[src/rtl/corr_uart_framer.sv]
// Correlator-to-UART framer: gathers NUM_WORDS words, then emits SYNC0, SYNC1 and the words MSB-byte first.
// Optional trailing XOR checksum byte when FRAMER_CHECKSUM_EN is defined.
module corr_uart_framer #(
    parameter int         WORD_W    = 24,
    parameter int         NUM_WORDS = 4,
    parameter logic [7:0] SYNC0     = 8'hA5,
    parameter logic [7:0] SYNC1     = 8'h5A,
    parameter int         GUARD_CYC = 12
) (
    input  logic              clk,
    input  logic              rst_n,
    input  logic [WORD_W-1:0] in_data,
    input  logic              in_valid,
    output logic              in_ready,
    output logic [7:0]        tx_din,
    output logic              tx_start,
    input  logic              tx_done,
    output logic              frame_busy,
    output logic              frame_sent,
    output logic              overrun
);

    localparam int BPW   = WORD_W / 8;
    localparam int NDATA = NUM_WORDS * BPW;
`ifdef FRAMER_CHECKSUM_EN
    localparam int TOTAL = NDATA + 3;
`else
    localparam int TOTAL = NDATA + 2;
`endif
    localparam int IDX_W = $clog2(TOTAL + 1);
    localparam int WC_W  = $clog2(NUM_WORDS + 1);
    localparam int GW    = $clog2(GUARD_CYC + 2);

    localparam logic [IDX_W-1:0] LAST_IDX  = IDX_W'(TOTAL - 1);
    localparam logic [WC_W-1:0]  LAST_WORD = WC_W'(NUM_WORDS - 1);
    localparam logic [GW-1:0]    GUARD_MAX = GW'(GUARD_CYC);

    typedef enum logic [1:0] {FILL, SEND, WAIT, DONE} state_t;

    state_t             state;
    logic [WC_W-1:0]    word_cnt;
    logic [IDX_W-1:0]   byte_idx;
    logic [GW-1:0]      guard_cnt;
    logic [WORD_W-1:0]  buffer [NUM_WORDS];
    logic [NDATA*8-1:0] flat;
    logic [IDX_W-1:0]   issue_idx;
    logic [7:0]         issue_byte;
    logic               guard_ok;
    logic               accept;
    logic               last_word;

`ifdef FRAMER_CHECKSUM_EN
    logic [7:0] csum;
    logic       issue_is_data;
    assign issue_is_data = (issue_idx >= IDX_W'(2)) && (issue_idx < IDX_W'(NDATA + 2));
`endif

    assign guard_ok  = (guard_cnt == GUARD_MAX);
    assign accept    = in_valid && in_ready;
    assign last_word = (word_cnt == LAST_WORD);

    // Word 0 lands in the most significant slice so data bytes read out MSB-first in index order
    for (genvar g = 0; g < NUM_WORDS; g++) begin : g_flat
        assign flat[(NUM_WORDS-1-g)*WORD_W +: WORD_W] = buffer[g];
    end

    always_ff @(posedge clk) begin
        for (int w = 0; w < NUM_WORDS; w++) begin
            if (accept && word_cnt == WC_W'(w)) buffer[w] <= in_data;
        end
    end

    // The byte about to be issued: first byte from FILL/SEND, the following one from WAIT
    assign issue_idx = (state == WAIT) ? byte_idx + IDX_W'(1) : '0;

    always_comb begin
        issue_byte = 8'h00;
        if (issue_idx == '0) issue_byte = SYNC0;
        if (issue_idx == IDX_W'(1)) issue_byte = SYNC1;
        for (int i = 0; i < NDATA; i++) begin
            if (issue_idx == IDX_W'(i + 2)) issue_byte = flat[(NDATA-1-i)*8 +: 8];
        end
`ifdef FRAMER_CHECKSUM_EN
        if (issue_idx == IDX_W'(NDATA + 2)) issue_byte = csum;
`endif
    end

    always_ff @(posedge clk or negedge rst_n) begin
        if (!rst_n) begin
            state      <= FILL;
            word_cnt   <= '0;
            byte_idx   <= '0;
            guard_cnt  <= '0;
            in_ready   <= 1'b0;
            tx_din     <= 8'h00;
            tx_start   <= 1'b0;
            frame_busy <= 1'b0;
            frame_sent <= 1'b0;
            overrun    <= 1'b0;
`ifdef FRAMER_CHECKSUM_EN
            csum       <= 8'h00;
`endif
        end else begin
            tx_start   <= 1'b0;
            frame_sent <= 1'b0;
            if (!guard_ok) guard_cnt <= guard_cnt + GW'(1);
            if (in_valid && !in_ready) overrun <= 1'b1;

            case (state)
                FILL: begin
                    in_ready <= 1'b1;
                    byte_idx <= '0;
`ifdef FRAMER_CHECKSUM_EN
                    csum     <= 8'h00;
`endif
                    if (accept) begin
                        word_cnt <= word_cnt + WC_W'(1);
                        if (last_word) begin
                            in_ready <= 1'b0;
                            // Issue the first sync byte right away so it appears the cycle after the last word
                            if (guard_ok) begin
                                tx_din     <= issue_byte;
                                tx_start   <= 1'b1;
                                frame_busy <= 1'b1;
                                state      <= WAIT;
                            end else begin
                                state <= SEND;
                            end
                        end
                    end
                end
                SEND: begin
                    if (guard_ok) begin
                        tx_din     <= issue_byte;
                        tx_start   <= 1'b1;
                        frame_busy <= 1'b1;
                        state      <= WAIT;
                    end
                end
                WAIT: begin
                    // A tx_done coinciding with our own tx_start belongs to an older byte
                    if (tx_done && !tx_start) begin
                        if (byte_idx == LAST_IDX) begin
                            frame_sent <= 1'b1;
                            frame_busy <= 1'b0;
                            state      <= DONE;
                        end else begin
                            byte_idx <= issue_idx;
                            tx_din   <= issue_byte;
                            tx_start <= 1'b1;
`ifdef FRAMER_CHECKSUM_EN
                            if (issue_is_data) csum <= csum ^ issue_byte;
`endif
                        end
                    end
                end
                DONE: begin
                    word_cnt <= '0;
                    byte_idx <= '0;
                    in_ready <= 1'b1;
                    state    <= FILL;
                end
                default: state <= FILL;
            endcase
        end
    end

endmodule

[config.mk]
export PLATFORM = sky130hd
export DESIGN_NAME = corr_uart_framer
export DESIGN_NICKNAME = d
export VERILOG_FILES = /design/src/rtl/corr_uart_framer.sv
export SDC_FILE = /design/constraint.sdc
export NUM_CORES = 1
export LEC_CHECK = 0
export ABC_AREA = 1
export CAP_MARGIN = 20
export CORE_MARGIN = 5
export CORE_UTILIZATION = 35
export DETAILED_ROUTE_END_ITERATION = 8
export MAX_ROUTING_LAYER = met4
export SETUP_SLACK_MARGIN = 0.4
export SKIP_LAST_GASP = 1
export SLEW_MARGIN = 40
export SYNTH_ARGS = -nofsm -noshare
export SYNTH_HDL_FRONTEND = slang
export SYNTH_SLANG_ARGS = --single-unit
[constraint.sdc]
create_clock -name clk -period 2.9 [get_ports clk]
set_input_delay 0.58 -clock clk [delete_from_list [all_inputs] [get_ports clk]]
set_output_delay 0.58 -clock clk [all_outputs]
set_load 0.05 [all_outputs]
==> metrics.md, run 1 <==
| Metric | Value |
|---|---|
| Status | finished, final reports clean |
| F_max | 429 MHz |
| Initial drt markers | 394 |
| # IOs | 41 |
| Hold path start | overrun$_DFFE_PN0P_ |
| WHS Path Cells | 1 |
| Async set-or-reset flop fraction in the synthesized netlist | 21.3% |
| Worst setup path start | state[0]$_DFFE_PN0P_ |
| Via count | 3743 |
| RR Startpoint | state[0]$_DFFE_PN0P_ |
| Maxcap violations | 0 |
| Placed instance count | 697 |
| WL per Instance | 17.8 µm |
| CP Cell Sequence | inv_1, ha_1, buf_4, nand3_1, nor2_1, inv_2, nor2_2, buf_4, nand2_1, nand4_1, nor2_1, nand4_1, nand2_1, nand2_1 |
| Post-synth top cells | 113 x nand2_1, 96 x edfxtp_1, 54 x inv_1 |
| Drt pass-1 iters | 6 |
| Critical Path AT | 2.69 ns |
| Core ar. | 14600 µm² |
| Hold path endpoint | overrun$_DFFE_PN0P_ |
| Peak supply drop | 0.501 mV |
| Final WL | 13000 µm |
| YS warnings | 0 |
| Synth area leaders | edfxtp_1 55%, dfrtp_1 12%, nand2_1 8.1%, inv_1 3.9%, ha_1 3.1% |
| Dpl hpwl | 8560 µm |
| Critical path type | flop to flop |
| Final period utilization | 80.3% |
| CP Launch Type | flop |
| Min Tclk post-route | 2.33 ns |
| Die Ht | 132 µm |
| R2r endpoint | tx_din[7]$_DFFE_PN0P_ |
| Final number of setup-violating endpoints | 0 |
| CTS Hold Bufs | 0 |
| Clock buffer depth | 2 |
| Worst-Margin Slew | 0.544 ns |
| H-tree Lvls | 4 |
| TritonCTS clock tree | done |
| Clk_lat worst skew | 0.42 ns |
| Slowest stage cell, crit path | dfrtp_1 |
| Critical path required time | 3.26 ns |
| Post-synthesis instance total | 462 |
| DR vias/cell | 5.09 |
| First-pass GRT wire length | 20200 µm |
| Fin Setup TNS | 0 ns |
| Post-synth EDFFs | 96 |
| Clock sinks | 122 |
| Syn nets | 503 |
| Critical Path Max Stage Delay | 0.40 ns |
| Max FO, Critical Path | 9 |
| Overflow left after global routing | 0 |
| Leakage | 2.60 nW |
| Synth Cell Area | 5230 µm² |
| RSZ-0062 raised after global routing | false |
| Largest net degree at the start of global routing | 27 |
| Synthesized area per cell | 11.3 µm² |
| Post-Layout Cell Count | 735 |
| CP dominant cell by count | nand2_1 |
| Port buffer count | 40 |
| Final Net Count | 579 |
| CTS buffer count | 17 |
| Vias in the first global route | 3704 |
| Max-slew headroom | 63.6% |
| Site Rows | 44 |
| Layout cell share with drive strength beyond 1 | 14.3% |
| Clock Skew | 0.00624 ns |
| Count of different cell masters after synthesis | 35 |
| Number of synthesized register bits | 122 |
| Hold Fails Final Rpt | 0 |
| Top delay family on crit path | simple AND/OR/NAND/NOR gates |
| Inserted Diodes | 0 |
| Die width | 132 µm |
| Most common cell in the synthesized netlist | nand2_1 |
| Top FF cell, synth | edfxtp_1 |
| Starting density of the core | 35.8% |
| Crit end category | flop |
| GRT Total Usage | 15.5% |
| Worst-path clk slew | 0.06 ns |
| Max Slew Vio Count | 0 |
| Reg2reg path depth | 14 |
| Die area | 17500 µm² |
| Dominant cell type by area after synthesis | edfxtp_1 |
| Placed instance area | 5950 µm² |
| DRC | 0 |
| Hold/Removal Path Class | flop to flop |
| Crit path buffers/inverters | 4 |
| Register area share after synthesis | 67.6% |
| Initial antenna violation count | 0 |
| Reg2reg setup slack | 0.57 ns |
| Routed Antenna Nets | 0 |
| Finished Cell Area | 6580 µm² |
| Clock Root Buffer | clkbuf_16 |
| GP Congestion | 0.844 |
| PwrDens | 931 nW/µm² |
| Area grow syn2layout | 26.0% |
| Synth top area share | 55.2% |
==> flip-flops by register name, summed over array words and instances, names as in the netlist <==
signal      flops
frame_busy      1
byte_idx        4
state           2
guard_cnt       4
overrun         1
in_ready        1
frame_sent      1
buffer         96
tx_start        1
tx_din          8
word_cnt        3
==> cell type report <==
cell class                 instances  area [µm²]
clock inverter                    12         126
tap                              184         230
inverter                          64         246
fill                            1332        8010
timing repair buffer              62         582
clock buffer                      20         437
multi-input combinational        271        1430
sequential                       122        3530
==> power by group <==
| part | switching [mW] | leakage [nW] | internal (mW) |
|---|---|---|---|
| Sequential | 0.143 | 1.19 | 2.24 |
| Combinational | 1.17 | 1.15 | 0.552 |
| Clock | 0.765 | 0.262 | 1.26 |
| Total | 2.08 | 2.60 | 4.05 |
==> worst max-delay path by stage <==
stage          depth (start not counted)                     end  slack, ns
2_1_floorplan                          2  buffer[0][0]$_DFFE_PP_       0.61
3_3_place_gp                          10   tx_din[7]$_DFFE_PN0P_       0.39
3_5_place_dp                          10   tx_din[5]$_DFFE_PN0P_       0.30
4_1_cts                               13   tx_din[7]$_DFFE_PN0P_       0.51
5_1_grt                               13   tx_din[4]$_DFFE_PN0P_       0.41
6_report                              14   tx_din[7]$_DFFE_PN0P_       0.57
==> worst reg2reg max path: cells and delay by family, from the launching register on <==
family	cells	cell delay, ns
fa+ha+maj	1	0.19
simple gates	9	1.08
buf+inv	4	0.60
flops	1	0.40
==> metal layers <==
metal  vias up  wire length [µm]  GRT usage [%]
met5         -                 0              -
met4         0               209           4.75
met3        19               708           4.16
met2       131              6280           24.0
met1      1840              5850           20.0
li1       1753                 -              -
==> cells by family (layout without fill, tap and decap cells) <==
family          Yosys count  in the layout  share of synthesized area [%]
buf+inv                  69            158                           5.24
xor+xnor                  2              2                          0.335
flops                   122            122                           67.6
compound gates           52             52                           5.89
fa+ha+maj                13             13                           3.11
simple gates            204            204                           17.8
==> stage by stage <==
stage | total power [mW] | util [%] | setup slack, ns | hold WS (ns)
after floorplan | 3.51 | - | 0.607 | 0.284
after global placement | 4.07 | 40.8 | 0.386 | 0.441
after detailed placement | 4.11 | 40.8 | 0.297 | 0.444
after CTS | 6.15 | 44.6 | 0.511 | 0.456
after global routing | 6.45 | 45.1 | 0.414 | 0.471
final | 6.13 | 45.1 | 0.571 | 0.449
==> cells in the final DEF (no fill, tap or decap), drive strengths merged, types with 13 or more instances in the layout <==
| master | instances |
|---|---|
| a21oi | 14 |
| buf | 22 |
| clkbuf | 20 |
| clkdlybuf4s50 | 40 |
| dfrtp | 26 |
| edfxtp | 96 |
| ha | 13 |
| inv | 62 |
| nand2 | 115 |
| nand3 | 25 |
| nand4 | 22 |
| nor2 | 33 |
| o21ai | 20 |
==> repair_timing <==
| item | CTS | global route |
|---|---|---|
| setup buffers | 0 | 6 |
| endpoints found under the setup margin | 0 | 8 |
| endpoints found under the hold margin | 0 | 0 |
| resized for setup | 0 | 7 |
Note: power is estimated with default switching activity, not from simulation.
==> inputs of run 2 (changes only) <==
==> constraint.sdc (replaced) <==
create_clock -name clk -period 2.35 [get_ports clk]
set_input_delay 0.47 -clock clk [delete_from_list [all_inputs] [get_ports clk]]
set_output_delay 0.47 -clock clk [all_outputs]
set_load 0.05 [all_outputs]
==> metrics.md, run 2 (synthesis gave the netlist of run 1 again) <==
| Metric | Value |
|---|---|
| Final Net Count | 618 (+6.7%) |
| Most frequent cells in the layout | 108 x nand2_1, 96 x edfxtp_1, 46 x buf_4, 44 x inv_1, 27 x clkdlybuf4s50_1 |
| CTS Hold Bufs | 0 (unchanged) |
| Final number of setup-violating endpoints | 0 (unchanged) |
| Port buffer count | 40 (unchanged) |
| Initial drt markers | 298 (-24%) |
| Overflow left after global routing | 0 (unchanged) |
| Via count | 3791 (+1.3%) |
| Largest register FFs | 96 (unchanged) |
| DRC | 0 (unchanged) |
| Max FO, Critical Path | 5 (-4) |
| GRT Total Usage | 16.3% (+0.78 points) |
| Dpl hpwl | 8660 µm (+1.1%) |
| Inserted Diodes | 0 (unchanged) |
| Largest registers | buffer (96), tx_din (8) |
| Clock sinks | 122 (unchanged) |
| Most common cell after layout, fill and taps aside | nand2_1 |
| Peak supply drop | 0.708 mV (+41%) |
| Max-slew headroom | 58.6% (-5.0 points) |
| Hold Fails Final Rpt | 0 (unchanged) |
| Worst-Margin Slew | 0.614 ns (+0.0702 ns) |
| Final period utilization | 85.6% (+5.3 points) |
| Starting density of the core | 35.8% (unchanged) |
| Clock buffer depth | 2 (unchanged) |
| Largest net degree at the start of global routing | 27 (unchanged) |
| First-pass GRT wire length | 21200 µm (+4.7%) |
| Vias in the first global route | 3955 (+6.8%) |
| Clock Skew | 0.0139 ns (+0.00763 ns) |
| Final WL | 13400 µm (+2.9%) |
| Area grow syn2layout | 37.5% |
| Crit end category | flop |
| Status | finished, final reports clean |
| PwrDens | 1120 nW/µm² (+20%) |
| Critical Path AT | 2.32 ns (-0.37 ns) |
| Max Slew Vio Count | 0 (unchanged) |
| Critical Path Max Stage Delay | 0.39 ns (about the same) |
| Hold/Removal Path Class | primary input to async pin |
| Initial antenna violation count | 0 (unchanged) |
| Die width | 132 µm (unchanged) |
| WL per Instance | 17.4 µm (-2.3%) |
| CP Launch Type | flop |
| Die Ht | 132 µm (unchanged) |
| Largest reg by FF count | buffer |
| # IOs | 41 (unchanged) |
| Critical path required time | 2.66 ns (-0.60 ns) |
| Critical path type | flop to flop |
| Slowest stage cell, crit path | dfrtp_1 |
| F_max | 497 MHz (+16%) |
| Layout cell share with drive strength beyond 1 | 25.6% (+11 points) |
| Site Rows | 44 (unchanged) |
| Reg2reg setup slack | 0.34 ns (-0.23 ns) |
| Worst-path clk slew | 0.06 ns (about the same) |
| TritonCTS clock tree | done |
| Drt pass-1 iters | 4 (-2) |
| RSZ-0062 raised after global routing | true |
| Clock Root Buffer | clkbuf_16 |
| Leakage | 2.86 nW (+9.8%) |
| GP Congestion | 0.952 (+13%) |
| Clk_lat worst skew | 0.42 ns (about the same) |
| Die area | 17500 µm² (unchanged) |
| Routed Antenna Nets | 0 (unchanged) |
| CTS buffer count | 17 (unchanged) |
| H-tree Lvls | 4 (unchanged) |
| Min Tclk post-route | 2.01 ns (-0.316 ns) |
| WHS | 0.444 ns (-0.00491 ns) |
| Maxcap violations | 0 (unchanged) |
| DR vias/cell | 4.90 (-3.8%) |
| CP dominant cell by count | nand2_1 |
| Fin Setup TNS | 0 ns (unchanged) |
| CP Cell Sequence | inv_2, ha_4, inv_6, nor2_4, inv_2, nor2_4, inv_2, nor2_4, buf_4, nand2_1, nand2_1, nand4_1, nor2_2, nand4_1, nand2_1, nand2_1 |
| Core ar. | 14600 µm² (unchanged) |
==> run 2: changes by cell type in the layout (fill, tap and decap cells not counted), sizes merged <==
cell / delta
clkinvlp: +1
dlygate4sd2: +13
clkbuf: +1
clkdlybuf4s50: -13
buf: +39
inv: -2
==> run 2: layout make-up <==
| class | instances | area, µm² |
|---|---|---|
| clock buffers | 21 | 460 |
| clock inverters | 11 | 123 |
| fillers | 1254 | 7400 |
| inverters | 64 | 282 |
| multi-input cells | 271 | 1610 |
| flip-flops and latches | 122 | 3540 |
| well taps | 184 | 230 |
| repair buffers | 101 | 942 |
==> run 2: critical path, delay by kind of cell, from the launching register on <==
family        cells  cell delay, ns
fa+ha+maj         1            0.21
buf+inv           5            0.43
flops             1            0.39
simple gates     10            0.87
==> run 2: timing repair <==
action                                  in CTS  in global routing
setup buffers                               21                  9
hold endpoints to repair                     0                  0
resized for setup                           55                 24
pin swaps                                   14                 16
endpoints found under the setup margin      21                  9
==> run 2: path summary, 6_finish.rpt <==
kind                                           start                     to  cells past startpoint
worst max-delay path            state[0]$_DFFE_PN0P_  tx_din[7]$_DFFE_PN0P_                     16
worst min-delay path                           rst_n  tx_din[1]$_DFFE_PN0P_                      2
worst max register to register  state[0]$_DFFE_PN0P_  tx_din[7]$_DFFE_PN0P_                     16
worst min register to register   overrun$_DFFE_PN0P_    overrun$_DFFE_PN0P_                      1
max in group asynchronous                      rst_n   in_ready$_DFFE_PN0N_                      2
min in group clk                 overrun$_DFFE_PN0P_    overrun$_DFFE_PN0P_                      1
==> run 2: routing by layer <==
| layer | routed length (µm) | global-route usage [%] | vias up | share of wire, % |
|---|---|---|---|---|
| met5 | 0 | - | - | 0 |
| met2 | 6530 | 24.3 | 114 | 49 |
| met1 | 5650 | 20.5 | 1822 | 42 |
| met4 | 335 | 7.07 | 0 | 2.5 |
| met3 | 912 | 4.96 | 23 | 6.8 |
| li1 | - | - | 1832 | - |
==> run 2: through the flow <==
stage	cells	setup WS [ns]	area (µm²)	utilization, %	total power [mW]
global placement	712	0.121	6130	42.0	5.20
global route	774	0.163	7190	49.3	8.47
floorplan	462	0.216	5260	-	4.38
CTS	765	0.342	7030	48.2	7.96
detailed placement	712	0.0895	6130	42.0	5.24
finish	774	0.337	7190	49.3	8.01
==> run 2: where the power goes <==
| part | internal (mW) | leakage, nW | switching (mW) |
|---|---|---|---|
| sequential | 2.77 | 1.19 | 0.156 |
| combinational | 0.916 | 1.40 | 1.63 |
| clock | 1.61 | 0.275 | 0.934 |
